$ cat src/rtl/a0_trace_buffer.sv
// a0_trace_buffer
// Watches the CPU's a0 value and records every change as a {timestamp, value}
// entry in a first-word-fall-through FIFO. The host drains entries through a
// valid/ready port. The very first enabled sample after reset is always
// recorded, so the initial a0 value is captured as well.
module a0_trace_buffer #(
    parameter int DW    = 32,
    parameter int DEPTH = 16,
    parameter int TSW   = 16
) (
    input  logic                       clk,
    input  logic                       rst,
    input  logic [DW-1:0]              data_i,
    input  logic                       en_i,
    output logic                       out_valid_o,
    input  logic                       out_ready_i,
    output logic [DW-1:0]              out_data_o,
    output logic [TSW-1:0]             out_ts_o,
    output logic [$clog2(DEPTH):0]     count_o,
    output logic                       full_o,
    output logic                       overflow_o
);

    localparam int AW = $clog2(DEPTH);
    localparam int CW = AW + 1;

    typedef enum logic {
        IDLE  = 1'b0,
        ARMED = 1'b1
    } state_t;

    state_t          state_q;
    logic [DW-1:0]   prev_q;
    logic [TSW-1:0]  ts_q, ts_d;
    logic [AW-1:0]   wr_ptr_q, wr_ptr_d;
    logic [AW-1:0]   rd_ptr_q, rd_ptr_d;
    logic [CW-1:0]   count_q, count_d;
    logic            overflow_q, overflow_d;

    // Entry storage; no reset needed since the outputs are masked when empty.
    logic [DW-1:0]   mem_data_q [DEPTH];
    logic [TSW-1:0]  mem_ts_q   [DEPTH];

    logic empty;
    logic full;
    logic push_req;
    logic push;
    logic pop;

    assign empty = (count_q == '0);
    assign full  = (count_q == CW'(DEPTH));

    // Change detection: the first enabled sample after reset always records;
    // afterwards only a differing value does.
    always_comb begin
        push_req = 1'b0;
        if (en_i) begin
            if (state_q == IDLE) begin
                push_req = 1'b1;
            end else begin
                push_req = (data_i != prev_q);
            end
        end
    end

    // A pop in the same cycle frees the slot the push needs, so a full FIFO
    // still accepts a new entry when the head is being consumed.
    assign pop  = !empty && out_ready_i;
    assign push = push_req && (!full || pop);

    // Next-state for timestamp, pointers, occupancy and the sticky drop flag.
    always_comb begin
        ts_d       = ts_q + TSW'(1);
        wr_ptr_d   = push ? wr_ptr_q + AW'(1) : wr_ptr_q;
        rd_ptr_d   = pop  ? rd_ptr_q + AW'(1) : rd_ptr_q;
        count_d    = count_q;
        if (push && !pop) begin
            count_d = count_q + CW'(1);
        end else if (pop && !push) begin
            count_d = count_q - CW'(1);
        end
        overflow_d = overflow_q || (push_req && !push);
    end

    // Capture FSM: IDLE until the first enabled sample, then ARMED until reset.
    // prev follows every recorded change, including ones dropped on overflow.
    always_ff @(posedge clk) begin
        if (rst) begin
            state_q <= IDLE;
            prev_q  <= '0;
        end else if (en_i) begin
            state_q <= ARMED;
            if (push_req) begin
                prev_q <= data_i;
            end
        end
    end

    // Timestamp counter, FIFO pointers, occupancy and overflow flag.
    always_ff @(posedge clk) begin
        if (rst) begin
            ts_q       <= '0;
            wr_ptr_q   <= '0;
            rd_ptr_q   <= '0;
            count_q    <= '0;
            overflow_q <= 1'b0;
        end else begin
            ts_q       <= ts_d;
            wr_ptr_q   <= wr_ptr_d;
            rd_ptr_q   <= rd_ptr_d;
            count_q    <= count_d;
            overflow_q <= overflow_d;
        end
    end

    // Entry write; the timestamp stored is that of the sampling cycle.
    always_ff @(posedge clk) begin
        if (push) begin
            mem_data_q[wr_ptr_q] <= data_i;
            mem_ts_q[wr_ptr_q]   <= ts_q;
        end
    end

    // Head entry is presented combinationally and zeroed while empty.
    assign out_valid_o = !empty;
    assign out_data_o  = empty ? '0 : mem_data_q[rd_ptr_q];
    assign out_ts_o    = empty ? '0 : mem_ts_q[rd_ptr_q];
    assign count_o     = count_q;
    assign full_o      = full;
    assign overflow_o  = overflow_q;

endmodule
$ cat config.mk
export PLATFORM = sky130hd
export DESIGN_NAME = a0_trace_buffer
export DESIGN_NICKNAME = d
export VERILOG_FILES = /design/src/rtl/a0_trace_buffer.sv
export SDC_FILE = /design/constraint.sdc
export NUM_CORES = 1
export LEC_CHECK = 0
export ABC_AREA = 1
export BUFFER_PORTS_ARGS = -buffer_cell sky130_fd_sc_hd__buf_4
export CORE_UTILIZATION = 55
export CTS_BUF_LIST = sky130_fd_sc_hd__clkbuf_4 sky130_fd_sc_hd__clkbuf_8
export CTS_CLUSTER_SIZE = 10
export DETAILED_ROUTE_END_ITERATION = 6
export GPL_ROUTABILITY_DRIVEN = 0
export MAX_ROUTING_LAYER = met4
export PLACE_DENSITY = 0.72
export SLEW_MARGIN = 15
export SYNTH_ARGS = -nofsm -noshare
export SYNTH_HDL_FRONTEND = slang
export SYNTH_SLANG_ARGS = --single-unit
$ cat constraint.sdc
create_clock -name clk -period 9.1 [get_ports clk]
set_clock_uncertainty 0.1 [all_clocks]
set_input_delay 0.91 -clock clk [delete_from_list [all_inputs] [get_ports clk]]
set_output_delay 0.91 -clock clk [all_outputs]
set_load 0.03 [all_outputs]
==> impl_results.md <==
- Outcome: finished with violations
- Failing checks: design-rule violations
- Drc violations: 12
- Synthesis-to-layout area growth: 11.7%
- Setup WS post-layout: 3.16 ns
- Reg2Reg Depth: 14
- DP Area: 34300 sq um
- Class of the most critical setup path: reg -> out
- Post-synthesis cell count: 2592
- Syn Area/Cell: 12.8 sq um
- Yosys warnings: 0
- Gr usage total: 27.7%
- GRT Residual Overflow: 0
- CTS H-tree lvls: 4
- Buffers on Ports: 91
- Worst setup EP type: primary output
- Die X: 247 um
- Worst Hold Margin: 0.342 ns
- Placed insts: 3312
- Async SR Flop Fraction: 0%
- Vias: 21747
- Post-Syn Area: 33100 sq um
- Worst Path Required: 8.09 ns
- Clock transition at the registers of the reported paths: 0.06 ns
- Share of cells above drive strength 1: 13.6%
- DP Worst Slack: 4.06 ns
- Vias in the first global route: 21146
- Count leader, synth: edfxtp_1
- RSZ-0062 raised after global routing: no
- List of most frequent post-synthesis cells: edfxtp_1, nor2_1, o21ai_0
- Post-CTS setup buffers: 0
- Worst setup path endpoint: out_data_o[15]
- VDD IR max: 0.000171 V
- Final Util: 62.4%
- Fin crit period: 5.94 ns
- Post-synth cell types: 33
- Hold bufs inserted after CTS: 0
- Latest clock arrival within the worst-skew pair: 0.79 ns
- Max Transition Viols Final: 0
- TritonRoute pass-1 iters: 7
- Die Span Y: 247 um
- Synth Flop Type: edfxtp_1
- Initial antenna violation count: 4
- Row Count: 89
- WL final: 81200 um
- Avg WL per Cell: 22.8 um
- Initial Util: 55.9%
- Startpoint class of the critical path: register
- Leakage: 12.3 nW
- Num ports: 92
- Die Area: 61200 sq um
- Share of the clock period used by the worst path: 65.3%
- Synth top area cells: edfxtp_1, nor2_1, o21ai_0
- Global-route wire length before repair: 122000 um
- Tot Pwr: 9.90 mW
- Hold WC Path Type: in -> reg
- Core Box Area: 59200 sq um
- RR Startpoint: prev_q[29]
- Rel. slew slack: 22.8%
- Yosys top cell area share: 69.7%
- Sequential fraction of the synthesis area: 73.7%
- Crit-path max FO: 101
- Antenna-violating nets left: 0
- Worst Path Arrival: 4.93 ns
- CTS buffer count: 134
- Longest Clk Path Bufs: 3
- TritonCTS Sinks: 835
- Max-capacitance violation count: 0
- Synth Net Count: 2639
- Final setup vio count: 0
- Reg-to-Reg End: mem_data_q[13][17]
- Fin area: 37000 sq um
- Area leader, netlist: edfxtp_1
- Final hold violations: 0
- Reg2Reg Setup Slack: 5.56 ns
- Flops & latches, synth: 835
- Largest net degree at the start of global routing: 211
- FMAX: 168 MHz
- HPWL Detailed: 38700 um
- Vias/cell: 6.11
- Setup TNS: 0 ns
- Post-synth EDFFs: 768
- Hold path cells: 1
- CTS tree: yes
- Layout Cells excl Fill: 3562
- Initial DRC count: 2357
- Root buffer cell: clkbuf_8
- Slew @ Worst Pin: 1.16 ns
- Final nets: 2722
- CTS resizes: 0
- Cell Pwr Density: 268 nW/um^2
-- cell type report --
| type | count | area [sq um] |
|---|---|---|
| sequential | 835 | 24400 |
| antenna | 4 | 10.0 |
| tap | 773 | 967 |
| inverter | 77 | 308 |
| clock inverter | 44 | 265 |
| timing repair buffer | 123 | 923 |
| multi-input combinational | 1504 | 7650 |
| fill | 4398 | 22300 |
| clock buffer | 202 | 2440 |
-- how the worst min path moves through the flow --
stage                      startpoint            endpoint  slack (ns)
after global routing       data_i[14]  mem_data_q[12][14]        0.31
after detailed placement   overflow_o          overflow_o        0.35
after floorplan           rd_ptr_q[3]            register        0.34
final                      data_i[16]  mem_data_q[15][16]        0.34
after CTS                  data_i[16]  mem_data_q[15][16]        0.28
after global placement     overflow_o          overflow_o        0.34
-- cell families after synthesis --
group	count (synthesis)	synth area share (%)
compound gates	728	12.8
xor+xnor	16	0.423
fa+ha+maj	11	0.438
buf+inv	253	3.58
flops	835	73.7
simple gates	749	9.08
-- report_power, final --
part           switching (mW)  internal [mW]  total [mW]
clock network            1.43           1.77        3.20
registers               0.109           4.28        4.38
logic                    1.62          0.687        2.31
total                    3.16           6.74        9.90
-- worst max-delay path, cell delays in order (launching register included) --
cell and delay [ns]:
dfxtp_4 1.09, buf_4 0.84, buf_4 0.88, o21ai_0 0.22, o221ai_1 0.23, nand3_1 0.11, a21oi_1 0.42, buf_4 0.25
-- cell usage in the layout, fill, tap and decap left out, types with 2 or more instances in the layout --
| cell type | count |
|---|---|
| clkinv_1 | 26 |
| clkbuf_4 | 54 |
| o21ai_0 | 406 |
| buf_4 | 123 |
| clkinvlp_4 | 7 |
| o221ai_1 | 134 |
| clkinv_2 | 8 |
| o21ai_1 | 58 |
| nand4_1 | 11 |
| o22ai_1 | 59 |
| xor2_1 | 4 |
| inv_1 | 71 |
| inv_2 | 2 |
| dfxtp_4 | 3 |
| nor3_2 | 2 |
| diode_2 | 4 |
| clkbuf_8 | 148 |
| a21oi_1 | 67 |
| a21o_1 | 2 |
| ha_1 | 10 |
| nor2_1 | 545 |
| dfxtp_1 | 64 |
| inv_4 | 2 |
| a31oi_1 | 2 |
| nor3_1 | 3 |
| nand2_1 | 79 |
| nor3b_1 | 2 |
| nand3_1 | 80 |
| edfxtp_1 | 768 |
| bufinv_16 | 2 |
| nor2_4 | 17 |
| xnor2_1 | 12 |
| nor2_2 | 6 |
-- flip-flops by register name (all words and copies together), names as in the netlist, named ones only --
register / cells
mem_data_q: 512
ts_q: 16
mem_ts_q: 256
rd_ptr_q: 4
overflow_o: 1
count_o: 5
prev_q: 32
state_q: 1
wr_ptr_q: 4
-- routing by layer --
metal	share of wire (%)	GRT usage (%)
met4	3.1	12.0
met3	8.9	5.22
met5	0	-
met1	40	36.2
met2	48	42.8
(Power assumes the default switching activity.)
